$ cat src/rtl/env_adsr_fsm_if.sv
`default_nettype none
// ============================================================================
//  Module   : env_adsr_fsm_if
//  Purpose  : Slot bus between the operator scheduler/register file, the
//             envelope rate counter and the envelope ADSR state machine.
//  Ports    : slot qualifiers (sample_clk_en, bank_num, op_num), key and
//             ADSR register fields, rate request to / overflow count from
//             the rate counter, and the p2 attenuation result.
//  Modports : master - scheduler / rate-counter side (drives slot inputs)
//             slave  - envelope state machine
//  Revision : 1.0 - initial release
// ============================================================================
interface env_adsr_fsm_if #(
  parameter int ENV_WIDTH                       = 9,
  parameter int BANK_NUM_WIDTH                  = 1,
  parameter int OP_NUM_WIDTH                    = 5,
  parameter int REG_ENV_WIDTH                   = 4,
  parameter int ENV_RATE_COUNTER_OVERFLOW_WIDTH = 3
);
  logic                                       sample_clk_en;
  logic [BANK_NUM_WIDTH-1:0]                  bank_num;
  logic [OP_NUM_WIDTH-1:0]                    op_num;
  logic                                       key_on;
  logic [REG_ENV_WIDTH-1:0]                   ar;
  logic [REG_ENV_WIDTH-1:0]                   dr;
  logic [REG_ENV_WIDTH-1:0]                   rr;
  logic [REG_ENV_WIDTH-1:0]                   sl;
  logic                                       egt;
  logic [REG_ENV_WIDTH-1:0]                   requested_rate_p0;
  logic [ENV_RATE_COUNTER_OVERFLOW_WIDTH-1:0] rate_counter_overflow_p1;
  logic [ENV_WIDTH-1:0]                       env_p2;
  logic                                       env_valid_p2;

  modport master (
    output sample_clk_en, bank_num, op_num, key_on, ar, dr, rr, sl, egt,
    output rate_counter_overflow_p1,
    input  requested_rate_p0, env_p2, env_valid_p2
  );

  modport slave (
    input  sample_clk_en, bank_num, op_num, key_on, ar, dr, rr, sl, egt,
    input  rate_counter_overflow_p1,
    output requested_rate_p0, env_p2, env_valid_p2
  );
endinterface
`default_nettype wire

$ cat src/rtl/env_adsr_fsm.sv
`default_nettype none
// ============================================================================
//  Module   : env_adsr_fsm
//  Purpose  : Time-multiplexed per-operator envelope generator. Resolves the
//             operator's ADSR phase at p0, requests a rate from the envelope
//             rate counter, applies the returned increment count at p1 and
//             writes the new {key, phase, env} entry back at p2.
//  Ports    : clk, reset (synchronous, active-high)
//             bus (slave) - slot inputs, rate request, overflow count,
//                           env_p2 / env_valid_p2 result
//  Revision : 1.0 - initial release
// ============================================================================
module env_adsr_fsm #(
  parameter int ENV_WIDTH              = 9,
  parameter int NUM_BANKS              = 2,
  parameter int NUM_OPERATORS_PER_BANK = 18
) (
  input wire logic      clk,
  input wire logic      reset,
  env_adsr_fsm_if.slave bus
);

  typedef enum logic [1:0] {
    ATTACK  = 2'd0,
    DECAY   = 2'd1,
    SUSTAIN = 2'd2,
    RELEASE = 2'd3
  } phase_t;

  localparam int            c_ew        = ENV_WIDTH + 1;  // headroom bit
  localparam logic [c_ew-1:0] c_env_max = c_ew'((1 << ENV_WIDTH) - 1);
  localparam logic [ENV_WIDTH-1:0] c_env_silent = ENV_WIDTH'((1 << ENV_WIDTH) - 1);

  // State array
  logic                 r_key_prev [NUM_BANKS][NUM_OPERATORS_PER_BANK];
  phase_t               r_phase    [NUM_BANKS][NUM_OPERATORS_PER_BANK];
  logic [ENV_WIDTH-1:0] r_env      [NUM_BANKS][NUM_OPERATORS_PER_BANK];

  // p0 resolution
  logic                 w_slot_ok;
  logic                 w_rd_key_prev;
  phase_t               w_rd_phase;
  logic [ENV_WIDTH-1:0] w_rd_env;
  phase_t               w_phase_p0;
  logic [ENV_WIDTH-1:0] w_env_p0;
  logic [3:0]           w_rate_p0;

  // p1 stage
  logic                 r_valid_p1;
  logic                 r_wr_ok_p1;
  logic [$bits(bus.bank_num)-1:0] r_bank_p1;
  logic [$bits(bus.op_num)-1:0]   r_op_p1;
  phase_t               r_phase_p1;
  logic [ENV_WIDTH-1:0] r_env_p1;
  logic                 r_key_p1;
  logic [3:0]           r_sl_p1;
  logic                 r_egt_p1;
  logic                 r_rate_zero_p1;

  logic [2:0]           w_ovf;
  logic [c_ew-1:0]      w_env_ext;
  logic [c_ew+2:0]      w_prod;
  logic [c_ew-1:0]      w_dec;
  logic [c_ew-1:0]      w_sum;
  logic [c_ew-1:0]      w_sum_sat;
  logic [c_ew-1:0]      w_slvl;
  logic [c_ew-1:0]      w_env_next;
  phase_t               w_phase_next;

  // p2 outputs
  logic [ENV_WIDTH-1:0] r_env_p2;
  logic                 r_env_valid_p2;

  assign w_slot_ok = (int'(bus.bank_num) < NUM_BANKS) &&
                     (int'(bus.op_num) < NUM_OPERATORS_PER_BANK);

  // Combinational read and effective-phase resolution at p0.
  always_comb begin
    w_rd_key_prev = 1'b0;
    w_rd_phase    = RELEASE;
    w_rd_env      = c_env_silent;
    if (w_slot_ok) begin
      w_rd_key_prev = r_key_prev[bus.bank_num][bus.op_num];
      w_rd_phase    = r_phase[bus.bank_num][bus.op_num];
      w_rd_env      = r_env[bus.bank_num][bus.op_num];
    end

    w_phase_p0 = w_rd_phase;
    w_env_p0   = w_rd_env;
    if (!bus.key_on) begin
      w_phase_p0 = RELEASE;
    end else if (!w_rd_key_prev) begin
      // Fastest attack rate skips the attack phase entirely.
      if (bus.ar == 4'd15) begin
        w_phase_p0 = DECAY;
        w_env_p0   = '0;
      end else begin
        w_phase_p0 = ATTACK;
      end
    end

    w_rate_p0 = 4'd0;
    if (bus.sample_clk_en) begin
      case (w_phase_p0)
        ATTACK:  w_rate_p0 = bus.ar;
        DECAY:   w_rate_p0 = bus.dr;
        SUSTAIN: w_rate_p0 = bus.egt ? 4'd0 : bus.rr;
        default: w_rate_p0 = bus.rr;
      endcase
    end
  end

  assign bus.requested_rate_p0 = w_rate_p0;

  // Next-env arithmetic at p1.
  always_comb begin
    // The rate counter may still report overflow at rate 0; ignore it.
    w_ovf     = r_rate_zero_p1 ? 3'd0 : bus.rate_counter_overflow_p1;
    w_env_ext = c_ew'(r_env_p1);
    w_prod    = (c_ew + 3)'(w_env_ext + 1'b1) * (c_ew + 3)'(w_ovf);
    w_dec     = w_prod[c_ew+2:3];
    if ((w_ovf != 3'd0) && (w_dec == '0)) begin
      w_dec = c_ew'(1);
    end
    w_sum     = w_env_ext + c_ew'(w_ovf);
    w_sum_sat = (w_sum > c_env_max) ? c_env_max : w_sum;
    w_slvl    = (r_sl_p1 == 4'd15) ? c_ew'(496) : (c_ew'(r_sl_p1) << 4);

    w_phase_next = r_phase_p1;
    w_env_next   = w_env_ext;
    case (r_phase_p1)
      ATTACK: begin
        w_env_next = (w_env_ext >= w_dec) ? (w_env_ext - w_dec) : '0;
        if (w_env_next == '0) begin
          w_phase_next = DECAY;
        end
      end
      DECAY: begin
        w_env_next = w_sum_sat;
        if (w_sum_sat >= w_slvl) begin
          w_phase_next = SUSTAIN;
        end
      end
      SUSTAIN: begin
        w_env_next = r_egt_p1 ? w_env_ext : w_sum_sat;
      end
      default: begin
        w_env_next = w_sum_sat;
      end
    endcase
  end

  always_ff @(posedge clk) begin
    if (reset) begin
      r_valid_p1     <= 1'b0;
      r_wr_ok_p1     <= 1'b0;
      r_env_valid_p2 <= 1'b0;
      r_env_p2       <= c_env_silent;
      for (int b = 0; b < NUM_BANKS; b++) begin
        for (int o = 0; o < NUM_OPERATORS_PER_BANK; o++) begin
          r_key_prev[b][o] <= 1'b0;
          r_phase[b][o]    <= RELEASE;
          r_env[b][o]      <= c_env_silent;
        end
      end
    end else begin
      r_valid_p1     <= bus.sample_clk_en;
      r_wr_ok_p1     <= bus.sample_clk_en & w_slot_ok;
      r_env_valid_p2 <= r_valid_p1;
      if (r_valid_p1) begin
        r_env_p2 <= w_env_next[ENV_WIDTH-1:0];
      end
      if (r_wr_ok_p1) begin
        r_key_prev[r_bank_p1][r_op_p1] <= r_key_p1;
        r_phase[r_bank_p1][r_op_p1]    <= w_phase_next;
        r_env[r_bank_p1][r_op_p1]      <= w_env_next[ENV_WIDTH-1:0];
      end
    end
    // Data side of p1 is qualified by r_valid_p1 and needs no reset.
    r_bank_p1      <= bus.bank_num;
    r_op_p1        <= bus.op_num;
    r_phase_p1     <= w_phase_p0;
    r_env_p1       <= w_env_p0;
    r_key_p1       <= bus.key_on;
    r_sl_p1        <= bus.sl;
    r_egt_p1       <= bus.egt;
    r_rate_zero_p1 <= (w_rate_p0 == 4'd0);
  end

  assign bus.env_p2       = r_env_p2;
  assign bus.env_valid_p2 = r_env_valid_p2;

endmodule
`default_nettype wire

$ cat src/flat_wrapper.sv
// flat-port wrapper written by rule: the top's interface ports become plain ports
module env_adsr_fsm_flat 
#(
  parameter int ENV_WIDTH              = 9,
  parameter int NUM_BANKS              = 2,
  parameter int NUM_OPERATORS_PER_BANK = 18
)
  (clk, reset, bus_sample_clk_en, bus_bank_num, bus_op_num, bus_key_on, bus_ar, bus_dr, bus_rr, bus_sl, bus_egt, bus_rate_counter_overflow_p1, bus_requested_rate_p0, bus_env_p2, bus_env_valid_p2);
  env_adsr_fsm_if #(.ENV_WIDTH(ENV_WIDTH)) bus_i ();
  input wire logic clk;
  input wire logic reset;
  input wire logic [$bits(bus_i.sample_clk_en)-1:0] bus_sample_clk_en;
  input wire logic [$bits(bus_i.bank_num)-1:0] bus_bank_num;
  input wire logic [$bits(bus_i.op_num)-1:0] bus_op_num;
  input wire logic [$bits(bus_i.key_on)-1:0] bus_key_on;
  input wire logic [$bits(bus_i.ar)-1:0] bus_ar;
  input wire logic [$bits(bus_i.dr)-1:0] bus_dr;
  input wire logic [$bits(bus_i.rr)-1:0] bus_rr;
  input wire logic [$bits(bus_i.sl)-1:0] bus_sl;
  input wire logic [$bits(bus_i.egt)-1:0] bus_egt;
  input wire logic [$bits(bus_i.rate_counter_overflow_p1)-1:0] bus_rate_counter_overflow_p1;
  output wire logic [$bits(bus_i.requested_rate_p0)-1:0] bus_requested_rate_p0;
  output wire logic [$bits(bus_i.env_p2)-1:0] bus_env_p2;
  output wire logic [$bits(bus_i.env_valid_p2)-1:0] bus_env_valid_p2;
  assign bus_i.sample_clk_en = bus_sample_clk_en;
  assign bus_i.bank_num = bus_bank_num;
  assign bus_i.op_num = bus_op_num;
  assign bus_i.key_on = bus_key_on;
  assign bus_i.ar = bus_ar;
  assign bus_i.dr = bus_dr;
  assign bus_i.rr = bus_rr;
  assign bus_i.sl = bus_sl;
  assign bus_i.egt = bus_egt;
  assign bus_i.rate_counter_overflow_p1 = bus_rate_counter_overflow_p1;
  assign bus_requested_rate_p0 = bus_i.requested_rate_p0;
  assign bus_env_p2 = bus_i.env_p2;
  assign bus_env_valid_p2 = bus_i.env_valid_p2;
  env_adsr_fsm #(.ENV_WIDTH(ENV_WIDTH), .NUM_BANKS(NUM_BANKS), .NUM_OPERATORS_PER_BANK(NUM_OPERATORS_PER_BANK)) u_core (.clk(clk), .reset(reset), .bus(bus_i));
endmodule
$ cat config.mk
export PLATFORM = sky130hd
export DESIGN_NAME = env_adsr_fsm_flat
export DESIGN_NICKNAME = d
export VERILOG_FILES = /design/src/rtl/env_adsr_fsm_if.sv /design/src/rtl/env_adsr_fsm.sv /design/src/flat_wrapper.sv
export SDC_FILE = /design/constraint.sdc
export NUM_CORES = 1
export LEC_CHECK = 0
export CORE_AREA = 2 2 240 242
export DETAILED_ROUTE_END_ITERATION = 8
export DIE_AREA = 0 0 242 244
export PLACE_DENSITY = 0.6
export SLEW_MARGIN = 10
export SYNTH_ARGS = -nofsm -noshare
export SYNTH_HDL_FRONTEND = slang
export SYNTH_SLANG_ARGS = --single-unit
$ cat constraint.sdc
create_clock -name clk -period 10.3 [get_ports clk]
set_input_delay 2.06 -clock clk [delete_from_list [all_inputs] [get_ports clk]]
set_output_delay 2.06 -clock clk [all_outputs]
set_load 0.01 [all_outputs]
==> parameters.txt <==
Parameter                              Value

Worst hold path
  Worst hold path stage count ... 2
  Worst min-delay path class ... reg -> reg
  Hold-critical path endpoint ... u_core.bus.env_p2[2]
  Hold Crit Start ... u_core.bus.env_p2[2]

Yosys
  Cells after synthesis ... 1435
  Top cell type's share of synthesized area ... 61.0%
  Fraction of synthesis flops using an asynchronous set or reset pin ... 0%
  Most frequently used flop master after synthesis ... edfxtp_1
  Number of warnings issued by yosys ... 0
  Seq cells post-synth ... 468
  Dominant cell type by area after synthesis ... edfxtp_1
  Unique cell type count in the Yosys netlist ... between 60 and 70
  EDFF count, synth ... 432
  Sequential share of the synthesized area ... 64.4%
  Cell area after synthesis ... 21300 sq um
  Area contributors post-synth ... edfxtp_1, mux4_2, nand2_1, dfxtp_1, mux4_1
  Syn_nets ... 1504
  Syn Area/Cell ... roughly 15 sq um

Routing
  Vias after detailed routing ... 13.0k
  Routed length per placed instance ... around 26 um
  Number of iterations in the first detailed-routing pass ... 8
  Initial DRC count ... 1545
  Final wirelength ... ~60000 um
  Vias per cell ... 5.67
  Final antenna-violating net count ... 0
  Drt drc ... 0

Die
  Core outline area ... roughly 56000 sq um
  Row Count ... 87
  Initial Util ... between 30% and 40%
  Die Y-Extent ... 244 um
  Die footprint ... 59000 sq um
  Die width ... 242 um
  Number of placed I/O pins ... 44

GRT
  Via count of the first global-routing pass ... 13.1k
  First-pass GRT wire length ... approximately 90000 um
  Remaining global-route overflow ... 0
  Initial antenna violation count ... 1
  Maximum number of pins on one net before global-route repair ... 50
  Global Route met2 Usage ... approximately 32%
  Highest-utilization routing layer at the global route stage ... met2
  Met1 global-route usage ... 29.7%
  M3 GR Usage ... 3.74%
  Global-route usage over all layers ... 20.6%

Power
  Worst IR Drop VDD ... 0.122 mV
  Static leakage power ... between 0.006 and 0.007 uW
  Pwr/cell area ... 190 nW/um^2

STA
  Setup Viol. Count Final ... 0
  Minimum clock period after layout ... 8540 ps
  Setup repair after global routing missed its margin ... no
  Fin Clk Skew ... 33.8 ps
  Fin crit share ... a little over 80%
  Number of hold-slack violations in the final timing report ... 0
  F_max ... 0.117 GHz
  Max Slew Vio Count ... 0
  Transition time of the tightest slew-check pin ... 1150 ps
  Setup TNS ... 0 ps
  Max-Slew Margin vs Limit ... 23.6%

Worst setup path
  Data required time of the worst path ... between 10000 and 15000 ps
  Startpoint type of the worst setup path ... primary input
  Endpoint arrival time on the critical path ... 8670 ps
  Reg2Reg Capture Point ... u_core.r_env[1][17]
  Register-to-Register Setup Slack ... approximately 3200 ps
  Standard cell with the maximum stage delay on the critical path ... fa_1
  Crit end category ... flip-flop
  Path type of the worst setup path ... in -> reg
  Worst flop-to-flop path startpoint ... u_core.r_env_p1[1]
  CP peak stage delay ... between 500 and 600 ps
  Worst r2r path cells ... 26
  Maximum fanout along the worst path ... 21

CTS
  Insertion delay to the later sink of the worst-skew pair ... between 600 and 700 ps
  Clock root buffer ... clkbuf_16
  CTS tree ... yes
  Number of buffers on the longest clock path ... 3
  H-tree depth ... 2
  CTS sink count ... 468
  Post-CTS setup buffer count ... 0
  Hold buffer count at CTS ... 0
  Clock-pin slew reported for the worst setup and hold paths after clock tree synthesis ... 70 ps
  Clock buffer count from CTS ... 48
  Post-cts gate resize count ... 0

Finish
  Ratio of cells with drive above 1 in the final layout ... approximately a fifth
  Area growth syn-to-layout ... 14.3%
  Final Cell Area ... between 20000 and 25000 sq um
  # fillers ... about 5k
  # nets final ... 1559

Job
  Maxcap violations ... 0

Placed design
  Sum of net half-perimeters after detailed placement ... 37800 um
  Total placed instance area ... 22700 sq um
  Placer congestion estimate ... 0.882
  Number of port buffers ... 43

Outcome
  Run status ... complete, no violations
[kinds of logic (layout without fill, tap and decap cells)]
logic type,count (synthesis),count (layout),share of synthesized area [%]
AO/OA/AOI/OAI,174,174,5.38
multiplexers,141,141,14.3
adder cells (fa/ha/maj),39,39,2.68
flip-flops,468,468,64.4
XOR/XNOR,22,22,0.907
buffers and inverters,132,227,2.66
other,0,1,0
AND/OR/NAND/NOR,459,459,9.67
[power by group]
part           switching, uW  internal [uW]
registers               22.4           2100
logic                    493            250
clock network            755            992
total                   1270           3350
[cell usage after synthesis (all sizes together), types with 9 or more instances]
cell type / count
nor2b: 12
o221ai: 12
and2: 27
buf: 18
inv: 32
a21o: 12
or2: 23
edfxtp: 432
nand2: 260
dfxtp: 36
a21oi: 57
mux2: 11
o21ai: 36
nand3: 14
mux4: 122
clkbuf: 79
ha: 28
fa: 11
nor2: 73
xnor2: 14
nor3: 9
[per-layer routing]
| layer | share of wire [%] | routed length (um) | vias to the layer above |
|---|---|---|---|
| li1 | - | - | 5558 |
| met1 | 43 | 26000 | 6749 |
| met2 | 46 | 27900 | 587 |
| met3 | 8.2 | 4900 | 66 |
| met4 | 2.2 | 1300 | 0 |
| met5 | 0 | 0 | - |
[final cells by class]
type	count	area [sq um]	share of cell area (%)
timing repair buffer	102	867	3.57
tap	756	946	3.89
inverter	35	131	0.541
sequential	468	13700	56.4
multi-input combinational	835	7070	29.1
clock inverter	19	198	0.814
clock buffer	71	1390	5.71
antenna	1	2.50	0.0103
[worst max path at each step]
stage                                    startpoint               endpoint  depth (start not counted)
finish              bus_rate_counter_overflow_p1[1]    u_core.r_env[1][17]                         26
global route        bus_rate_counter_overflow_p1[1]   u_core.r_phase[1][2]                         26
CTS                 bus_rate_counter_overflow_p1[1]  u_core.r_phase[1][28]                         26
detailed placement  bus_rate_counter_overflow_p1[1]  u_core.r_phase[1][20]                         28
global placement    bus_rate_counter_overflow_p1[1]  u_core.r_phase[1][22]                         28
floorplan           bus_rate_counter_overflow_p1[1]   u_core.r_env[1][107]                         28
[critical path: cells and delay by family]
family,cells,cell delay [ps]
simple gates,6,1770
buf+inv,3,880
fa+ha+maj,4,1260
compound gates,12,2430
xor+xnor,1,240
[registers in the layout (all words and copies together) (netlist names), 2 cells and up]
signal and cells:
u_core.r_phase_p1 2, u_core.r_key_prev 36, u_core.r_sl_p1 4, u_core.r_env_p1 9, u_core.r_env 324, u_core.r_op_p1 5
u_core.r_phase 72, u_core.bus.env_p2 9
[placed cells by master, fill, tap and decap left out, types with 25 or more instances in the layout]
cell type,Yosys,final
mux4_2,107,107
dfxtp_1,36,36
o21ai_0,36,36
a21oi_1,56,53
clkbuf_16,0,48
nor2_1,73,67
clkdlybuf4s50_1,0,40
nand2_1,260,260
buf_4,0,60
ha_1,28,28
edfxtp_1,432,432
and2_1,25,25
inv_1,32,32
[stage by stage]
| step | setup slack (ps) | hold slack, ps | utilization, % | std cells | power (uW) |
|---|---|---|---|---|---|
| 6_report | 1760 | 491 | 43.3 | 2287 | 4620 |
| 4_1_cts | 1900 | 494 | 43.2 | 2286 | 4630 |
| 3_5_place_dp | 1320 | 484 | 40.4 | 2196 | 2900 |
| 5_1_grt | 1170 | 527 | 43.2 | 2286 | 4780 |
| 3_3_place_gp | 1430 | 486 | 40.4 | 2196 | 2900 |
| 2_1_floorplan | 2730 | 510 | - | 1435 | 2630 |
Note: power is estimated with default switching activity, not from simulation.
